[src/rtl/l2_request_arbiter_if.sv]
// l2_request_arbiter_if: both L1 snooper request/response ports plus the shared memory port
interface l2_request_arbiter_if #(
   parameter int ADDR_W = 32,
   parameter int LINE_W = 128
);
   logic [ADDR_W-1:0] a_addr;
   logic [ADDR_W-1:0] b_addr;
   logic [ADDR_W-1:0] mem_addr;
   logic [LINE_W-1:0] a_wdata;
   logic [LINE_W-1:0] b_wdata;
   logic [LINE_W-1:0] a_rdata;
   logic [LINE_W-1:0] b_rdata;
   logic [LINE_W-1:0] mem_wdata;
   logic [LINE_W-1:0] mem_rdata;
   logic a_wren, a_rden, a_req_ready, a_rdata_valid;
   logic b_wren, b_rden, b_req_ready, b_rdata_valid;
   logic mem_wren, mem_rden, mem_rdata_valid;
   logic overflow, orphan_resp;
   modport slave (
      input  a_addr, a_wdata, a_wren, a_rden,
      input  b_addr, b_wdata, b_wren, b_rden,
      input  mem_rdata, mem_rdata_valid,
      output a_req_ready, a_rdata, a_rdata_valid,
      output b_req_ready, b_rdata, b_rdata_valid,
      output mem_addr, mem_wdata, mem_wren, mem_rden,
      output overflow, orphan_resp
   );
   modport master (
      output a_addr, a_wdata, a_wren, a_rden,
      output b_addr, b_wdata, b_wren, b_rden,
      output mem_rdata, mem_rdata_valid,
      input  a_req_ready, a_rdata, a_rdata_valid,
      input  b_req_ready, b_rdata, b_rdata_valid,
      input  mem_addr, mem_wdata, mem_wren, mem_rden,
      input  overflow, orphan_resp
   );
endinterface

[src/rtl/l2_request_arbiter.sv]
// l2_request_arbiter: round-robin merge of two L1 request FIFOs onto one in-order memory port
module l2_request_arbiter #(
   parameter int ADDR_W     = 32,
   parameter int LINE_W     = 128,
   parameter int FIFO_DEPTH = 4,
   parameter int MAX_OUT    = 8
) (
   input logic clk,
   input logic reset,
   l2_request_arbiter_if.slave bus
);
   localparam int FPW = $clog2(FIFO_DEPTH);
   localparam int FCW = $clog2(FIFO_DEPTH + 1);
   localparam int TPW = $clog2(MAX_OUT);
   localparam int TCW = $clog2(MAX_OUT + 1);
   typedef struct packed {
      logic              wr;
      logic              rd;
      logic [ADDR_W-1:0] addr;
      logic [LINE_W-1:0] wdata;
   } req_t;
   req_t              fifo_q [2][FIFO_DEPTH];
   logic [FPW-1:0]    wp_q [2];
   logic [FPW-1:0]    rp_q [2];
   logic [FCW-1:0]    cnt_q [2];
   logic [MAX_OUT-1:0] tag_q;
   logic [TPW-1:0]    twp_q;
   logic [TPW-1:0]    trp_q;
   logic [TCW-1:0]    tcnt_q;
   logic              rr_last_q;
   logic [ADDR_W-1:0] mem_addr_q;
   logic [LINE_W-1:0] mem_wdata_q;
   logic              mem_wren_q;
   logic              mem_rden_q;
   logic              overflow_q;
   logic              orphan_q;
   logic [LINE_W-1:0] rdata_q [2];
   logic [1:0]        rvalid_q;
   req_t              in_req [2];
   req_t              head [2];
   req_t              sel;
   logic [1:0]        req_v;
   logic [1:0]        ready;
   logic [1:0]        push;
   logic [1:0]        elig;
   logic [1:0]        gnt;
   logic              gnt_id;
   logic              tag_full;
   logic              tag_push;
   logic              tag_pop;
   logic              tag_id;
   assign in_req[0] = '{wr: bus.a_wren, rd: bus.a_rden, addr: bus.a_addr, wdata: bus.a_wdata};
   assign in_req[1] = '{wr: bus.b_wren, rd: bus.b_rden, addr: bus.b_addr, wdata: bus.b_wdata};
   assign tag_full  = tcnt_q == TCW'(MAX_OUT);
   // a read head stalls on a full tag FIFO even if a response frees a slot this edge
   always_comb begin
      for (int p = 0; p < 2; p++) begin
         head[p]  = fifo_q[p][rp_q[p]];
         req_v[p] = in_req[p].wr | in_req[p].rd;
         ready[p] = cnt_q[p] != FCW'(FIFO_DEPTH);
         push[p]  = req_v[p] & ready[p];
         elig[p]  = (cnt_q[p] != '0) & (!head[p].rd | !tag_full);
      end
   end
   assign gnt[0]   = elig[0] & (!elig[1] | rr_last_q);
   assign gnt[1]   = elig[1] & (!elig[0] | !rr_last_q);
   assign gnt_id   = gnt[1];
   assign sel      = head[gnt_id];
   assign tag_push = |gnt & sel.rd;
   assign tag_pop  = bus.mem_rdata_valid & (tcnt_q != '0);
   assign tag_id   = tag_q[trp_q];
   always_ff @(posedge clk) begin
      for (int p = 0; p < 2; p++)
         if (push[p]) fifo_q[p][wp_q[p]] <= in_req[p];
      if (tag_push) tag_q[twp_q] <= gnt_id;
   end
   always_ff @(posedge clk) begin
      if (reset) begin
         for (int p = 0; p < 2; p++) begin
            wp_q[p]    <= '0;
            rp_q[p]    <= '0;
            cnt_q[p]   <= '0;
            rdata_q[p] <= '0;
         end
         twp_q       <= '0;
         trp_q       <= '0;
         tcnt_q      <= '0;
         rr_last_q   <= 1'b1;
         mem_addr_q  <= '0;
         mem_wdata_q <= '0;
         mem_wren_q  <= 1'b0;
         mem_rden_q  <= 1'b0;
         rvalid_q    <= '0;
         overflow_q  <= 1'b0;
         orphan_q    <= 1'b0;
      end else begin
         for (int p = 0; p < 2; p++) begin
            if (push[p]) wp_q[p] <= wp_q[p] + FPW'(1);
            if (gnt[p]) rp_q[p] <= rp_q[p] + FPW'(1);
            cnt_q[p] <= cnt_q[p] + FCW'(push[p]) - FCW'(gnt[p]);
         end
         if (tag_push) twp_q <= twp_q + TPW'(1);
         if (tag_pop) trp_q <= trp_q + TPW'(1);
         tcnt_q     <= tcnt_q + TCW'(tag_push) - TCW'(tag_pop);
         mem_wren_q <= |gnt & sel.wr;
         mem_rden_q <= tag_push;
         if (|gnt) begin
            mem_addr_q  <= sel.addr;
            mem_wdata_q <= sel.wdata;
            rr_last_q   <= gnt_id;
         end
         rvalid_q <= '0;
         if (tag_pop) begin
            rdata_q[tag_id]  <= bus.mem_rdata;
            rvalid_q[tag_id] <= 1'b1;
         end
         overflow_q <= overflow_q | (|(req_v & ~ready));
         orphan_q   <= orphan_q | (bus.mem_rdata_valid & (tcnt_q == '0));
      end
   end
   assign bus.a_req_ready   = ready[0];
   assign bus.b_req_ready   = ready[1];
   assign bus.a_rdata       = rdata_q[0];
   assign bus.b_rdata       = rdata_q[1];
   assign bus.a_rdata_valid = rvalid_q[0];
   assign bus.b_rdata_valid = rvalid_q[1];
   assign bus.mem_addr      = mem_addr_q;
   assign bus.mem_wdata     = mem_wdata_q;
   assign bus.mem_wren      = mem_wren_q;
   assign bus.mem_rden      = mem_rden_q;
   assign bus.overflow      = overflow_q;
   assign bus.orphan_resp   = orphan_q;
endmodule

[src/flat_wrapper.sv]
// flat-port wrapper written by rule: the top's interface ports become plain ports
module l2_request_arbiter_flat 
#(
   parameter int ADDR_W     = 32,
   parameter int LINE_W     = 128,
   parameter int FIFO_DEPTH = 4,
   parameter int MAX_OUT    = 8
)
  (clk, reset, bus_a_addr, bus_a_wdata, bus_a_wren, bus_a_rden, bus_b_addr, bus_b_wdata, bus_b_wren, bus_b_rden, bus_mem_rdata, bus_mem_rdata_valid, bus_a_req_ready, bus_a_rdata, bus_a_rdata_valid, bus_b_req_ready, bus_b_rdata, bus_b_rdata_valid, bus_mem_addr, bus_mem_wdata, bus_mem_wren, bus_mem_rden, bus_overflow, bus_orphan_resp);
  l2_request_arbiter_if #(.ADDR_W(ADDR_W), .LINE_W(LINE_W)) bus_i ();
  input logic clk;
  input logic reset;
  input wire logic [$bits(bus_i.a_addr)-1:0] bus_a_addr;
  input wire logic [$bits(bus_i.a_wdata)-1:0] bus_a_wdata;
  input wire logic [$bits(bus_i.a_wren)-1:0] bus_a_wren;
  input wire logic [$bits(bus_i.a_rden)-1:0] bus_a_rden;
  input wire logic [$bits(bus_i.b_addr)-1:0] bus_b_addr;
  input wire logic [$bits(bus_i.b_wdata)-1:0] bus_b_wdata;
  input wire logic [$bits(bus_i.b_wren)-1:0] bus_b_wren;
  input wire logic [$bits(bus_i.b_rden)-1:0] bus_b_rden;
  input wire logic [$bits(bus_i.mem_rdata)-1:0] bus_mem_rdata;
  input wire logic [$bits(bus_i.mem_rdata_valid)-1:0] bus_mem_rdata_valid;
  output wire logic [$bits(bus_i.a_req_ready)-1:0] bus_a_req_ready;
  output wire logic [$bits(bus_i.a_rdata)-1:0] bus_a_rdata;
  output wire logic [$bits(bus_i.a_rdata_valid)-1:0] bus_a_rdata_valid;
  output wire logic [$bits(bus_i.b_req_ready)-1:0] bus_b_req_ready;
  output wire logic [$bits(bus_i.b_rdata)-1:0] bus_b_rdata;
  output wire logic [$bits(bus_i.b_rdata_valid)-1:0] bus_b_rdata_valid;
  output wire logic [$bits(bus_i.mem_addr)-1:0] bus_mem_addr;
  output wire logic [$bits(bus_i.mem_wdata)-1:0] bus_mem_wdata;
  output wire logic [$bits(bus_i.mem_wren)-1:0] bus_mem_wren;
  output wire logic [$bits(bus_i.mem_rden)-1:0] bus_mem_rden;
  output wire logic [$bits(bus_i.overflow)-1:0] bus_overflow;
  output wire logic [$bits(bus_i.orphan_resp)-1:0] bus_orphan_resp;
  assign bus_i.a_addr = bus_a_addr;
  assign bus_i.a_wdata = bus_a_wdata;
  assign bus_i.a_wren = bus_a_wren;
  assign bus_i.a_rden = bus_a_rden;
  assign bus_i.b_addr = bus_b_addr;
  assign bus_i.b_wdata = bus_b_wdata;
  assign bus_i.b_wren = bus_b_wren;
  assign bus_i.b_rden = bus_b_rden;
  assign bus_i.mem_rdata = bus_mem_rdata;
  assign bus_i.mem_rdata_valid = bus_mem_rdata_valid;
  assign bus_a_req_ready = bus_i.a_req_ready;
  assign bus_a_rdata = bus_i.a_rdata;
  assign bus_a_rdata_valid = bus_i.a_rdata_valid;
  assign bus_b_req_ready = bus_i.b_req_ready;
  assign bus_b_rdata = bus_i.b_rdata;
  assign bus_b_rdata_valid = bus_i.b_rdata_valid;
  assign bus_mem_addr = bus_i.mem_addr;
  assign bus_mem_wdata = bus_i.mem_wdata;
  assign bus_mem_wren = bus_i.mem_wren;
  assign bus_mem_rden = bus_i.mem_rden;
  assign bus_overflow = bus_i.overflow;
  assign bus_orphan_resp = bus_i.orphan_resp;
  l2_request_arbiter #(.ADDR_W(ADDR_W), .LINE_W(LINE_W), .FIFO_DEPTH(FIFO_DEPTH), .MAX_OUT(MAX_OUT)) u_core (.clk(clk), .reset(reset), .bus(bus_i));
endmodule
[config.mk]
export PLATFORM = sky130hd
export DESIGN_NAME = l2_request_arbiter_flat
export DESIGN_NICKNAME = d
export VERILOG_FILES = /design/src/rtl/l2_request_arbiter_if.sv /design/src/rtl/l2_request_arbiter.sv /design/src/flat_wrapper.sv
export SDC_FILE = /design/constraint.sdc
export NUM_CORES = 2
export LEC_CHECK = 0
export ABC_AREA = 1
export CAP_MARGIN = 0
export CORE_AREA = 3 3 342 344
export CTS_BUF_LIST = sky130_fd_sc_hd__clkbuf_16
export DETAILED_ROUTE_END_ITERATION = 8
export DIE_AREA = 0 0 345 347
export PLACE_DENSITY = 0.82
export SYNTH_ARGS = -nofsm -noshare
export SYNTH_HDL_FRONTEND = slang
export SYNTH_SLANG_ARGS = --single-unit
[constraint.sdc]
create_clock -name clk -period 19.2 [get_ports clk]
set_input_delay 2.88 -clock clk [delete_from_list [all_inputs] [get_ports clk]]
set_output_delay 2.88 -clock clk [all_outputs]
set_load 0.01 [all_outputs]
==> summary.md <==
| Metric | Value |
|---|---|
| Synth-to-Final Area Change | `25.2%` |
| Leak pwr | `~27 nW` |
| Initial DRC Count | `roughly 5300` |
| Ratio of final minimum period to clock period | `a little under a third` |
| WS Path Type | `input pin to register` |
| Wire per inst | `~28 µm` |
| Number of synthesis warnings | `0` |
| Multi-input gate area | `about 9800 µm²` |
| H-tree depth | `4` |
| P per Cell Area | `159 nW/µm²` |
| CTS tree | `done` |
| Endpoints failing setup | `0` |
| GRT met2 Usage | `between 50% and 60%` |
| Vias in the first global route | `between 40000 and 50000` |
| GR Layer Usage met1 | `between 30% and 40%` |
| Gpl congestion | `roughly 0.87` |
| Slew Viols, Final | `0` |
| Pre-CTS WS | `12.43 ns` |
| Top-Level Pins | `a little under 900` |
| Post-Route Setup TNS | `0 ns` |
| Crit path DAT | `6.43 ns` |
| Synthesized cell area | `about 62000 µm²` |
| Vias per cell | `approximately 6.1` |
| Slowest CP cell | `nor2_4` |
| Max Clock Skew | `0.0299 ns` |
| Register area share after synthesis | `81.4%` |
| Via Count | `40770` |
| # rows | `around 120` |
| RSZ-0062 raised after global routing | `no` |
| CTS Hold Bufs | `0` |
| Max VDD drop | `0.000170 V` |
| Core Box Area | `114000 µm²` |
| Fillers | `around 7100` |
| HPWL Detailed | `between 100000 and 150000 µm` |
| Cts bufs inserted | `~170` |
| Grt peak-use layer | `met2` |
| Post-synth cell types | `35` |
| Max FO, Critical Path | `45` |
| Final hold slack | `between 0.4 and 0.5 ns` |
| Total clock sinks | `roughly 1800` |
| Clock Latency Late Sink | `0.77 ns` |
| 1st-pass router iterations | `6` |
| Die Y-Extent | `roughly 350 µm` |
| Met3 usage | `around 6%` |
| Port Buffers | `between 800 and 900` |
| Cells on worst reg2reg path | `12` |
| Total track usage | `29.9%` |
| Hold Path Sink | `u_core.bus.mem_wdata[11]` |
| DP Area | `72400 µm²` |
| Routed Antenna Nets | `0` |
| Mapped Cells | `4069` |
| Critical Path End Type | `register` |
| CTS max path bufs | `3` |
| Mean Syn Cell Area | `15.3 µm²` |
| Die ar. | `roughly 120000 µm²` |
| # resized after CTS | `0` |
| FF/Latch Area | `50700 µm²` |
| Startpoint type of the worst setup path | `input pin` |
| Worst-path clk slew | `roughly 0.060 ns` |
| Max Fclk | `about 170 MHz` |
| Postcts setup bufs | `0` |
| Residual DRC count | `0` |
| Setup WS post-layout | `approximately 13 ns` |
| Critical R2R Capture | `u_core.bus.mem_addr[5]` |
| Initial core utilization | `a little over half` |
| Max stage delay on crit path | `slightly above 0.8 ns` |
| Synth Net Count | `around 4500` |
| DIE WIDTH | `345 µm` |
| WP buf/inv | `5` |
| Worst reg2reg startpoint | `u_core.rp_q[0][2]` |
| Seq cells post-synth | `between 1500 and 2000` |
| Design area | `78000 µm²` |
| Total Power | `between 10 and 15 mW` |
| Min-delay src | `u_core.bus.mem_wdata[11]` |
| Crit path max-delay family | `buffers and inverters` |
| Final hold viol count | `0` |
| Post-route minimum period | `approximately 6.0 ns` |
| Share of cells above drive strength 1 | `around 6.2%` |
| Nets@finish | `~5400` |
| Crit-path cells | `clkdlybuf4s50_1 -> inv_1 -> a21oi_1 -> inv_1 -> nor2_4 -> buf_4 -> buf_4` |
| Pin count of the biggest net entering global routing | `116` |
| Initial antenna violation count | `about 100` |
| Status | `completed` |
| GRT overflow | `0` |
| CTS root buffer | `clkbuf_16` |
| Tightest Pin Transition | `roughly 1.1 ns` |
| Flop2flop setup slack | `about 15 ns` |
| Slew HR | `22.7%` |
| Req. time, crit path | `19.58 ns` |
| Worst Hold Path Cells | `2` |
| Post-detailed-routing wire length | `around 190000 µm` |
| HP Class | `register to register` |
| Max-cap violations | `0` |
| First-pass GRT wire length | `between 200000 and 300000 µm` |
[area by class of cell]
class	count	share of cell area, %
inverter	199	0.974
sequential	1751	65.1
clock buffer	171	5.49
timing repair buffer	924	11.8
tap	1512	2.43
clock inverter	142	1.36
multi-input combinational	1881	12.6
antenna	88	0.282
[synthesized netlist by cell type]
cell type | instances | share of area [%]
nand2_4 | 2 | 0.036
clkbuf_1 | 126 | 0.76
dfxtp_1 | 183 | 5.9
nor3_2 | 1 | 0.016
edfxtp_1 | 1568 | 76
a21oi_1 | 15 | 0.12
xor2_1 | 3 | 0.042
nor2_4 | 1 | 0.018
nor2_1 | 341 | 2.1
nand2_2 | 7 | 0.070
o21ai_0 | 212 | 1.7
nand3b_1 | 1 | 0.012
buf_4 | 4 | 0.048
fa_1 | 3 | 0.096
inv_4 | 3 | 0.030
o31ai_1 | 1 | 0.012
a211oi_1 | 1 | 0.012
inv_2 | 7 | 0.042
clkbuf_2 | 6 | 0.048
nor3_1 | 6 | 0.048
ha_1 | 20 | 0.40
o21ai_1 | 165 | 1.3
nand2_1 | 323 | 1.9
inv_1 | 189 | 1.1
clkbuf_4 | 1 | 0.012
nand4_1 | 1 | 0.010
o211ai_1 | 1 | 0.012
buf_2 | 84 | 0.67
o22ai_1 | 640 | 6.4
o221ai_1 | 1 | 0.014
nand3_2 | 4 | 0.064
buf_8 | 1 | 0.024
nand3_1 | 132 | 1.1
buf_1 | 1 | 0.0060
buf_6 | 15 | 0.27
[metrics by stage]
stage / util, % / instances
global route: 68.3 / 6659
CTS: 68.1 / 6580
floorplan: - / 4069
finish: 68.3 / 6668
global placement: 63.4 / 6267
detailed placement: 63.4 / 6267
[flip-flops by register name (all words and copies together) (netlist names), 2 cells and up]
name	count
u_core.fifo_q	1296
u_core.rdata_q	256
u_core.bus.mem_wdata	128
u_core.bus.mem_addr	32
u_core.tag_q	8
u_core.cnt_q	6
u_core.rp_q	4
u_core.tcnt_q	4
u_core.wp_q	4
u_core.trp_q	3
u_core.twp_q	3
u_core.rvalid_q	2
[cell families after synthesis]
logic type      synth area share [%]
compound gates                  9.62
simple gates                    5.34
fa+ha+maj                      0.498
xor+xnor                      0.0422
flops                           81.4
buf+inv                         3.05
[how the worst max path moves through the flow]
stage / from / endpoint / slack, ns / cells past startpoint
after CTS: bus_a_wren / u_core.fifo_q[0][293] / 13.25 / 7
after detailed placement: bus_a_wren / u_core.fifo_q[0][532] / 12.43 / 7
after global routing: bus_b_wren / u_core.fifo_q[0][753] / 13.08 / 7
after global placement: bus_a_wren / u_core.fifo_q[0][606] / 12.50 / 7
final: bus_a_wren / u_core.fifo_q[0][614] / 13.16 / 7
after floorplan: bus_a_wren / u_core.fifo_q[0][0] / 8.55 / 4
[worst min-delay path, stage by stage (launching register included)]
cell     delay (ns)
dfxtp_1        0.31
nand2_1        0.06
nand2_1        0.04
[power breakdown]
part	switching (mW)	internal (mW)
Sequential	0.344	5.20
Combinational	2.50	1.16
Clock	1.41	1.77
[cell usage in the layout (no fill, tap or decap), types with 2 or more instances in the layout]
| cell | n |
|---|---|
| a21oi_1 | 15 |
| buf_12 | 4 |
| buf_4 | 42 |
| bufinv_16 | 11 |
| clkbuf_16 | 171 |
| clkdlybuf4s50_1 | 878 |
| clkinv_1 | 41 |
| clkinv_16 | 4 |
| clkinv_2 | 27 |
| clkinv_8 | 2 |
| clkinvlp_4 | 4 |
| dfxtp_1 | 183 |
| diode_2 | 88 |
| edfxtp_1 | 1568 |
| fa_1 | 3 |
| ha_1 | 20 |
| inv_1 | 231 |
| inv_2 | 6 |
| inv_4 | 6 |
| inv_6 | 7 |
| nand2_1 | 317 |
| nand2_2 | 3 |
| nand2_4 | 7 |
| nand2_8 | 5 |
| nand3_1 | 131 |
| nand3_2 | 4 |
| nor2_1 | 333 |
| nor2_4 | 9 |
| nor3_1 | 6 |
| o21ai_0 | 212 |
| o21ai_1 | 165 |
| o22ai_1 | 640 |
| xor2_1 | 3 |
[layer usage]
metal  share of wire, %  wire (µm)  up-vias
met1                 33      61600    20022
met2                 51      94900     2943
li1                   -          -    17252
met3                9.5      17800      539
met4                6.6      12300       14
met5              0.050         94        -
(Power assumes the default switching activity.)
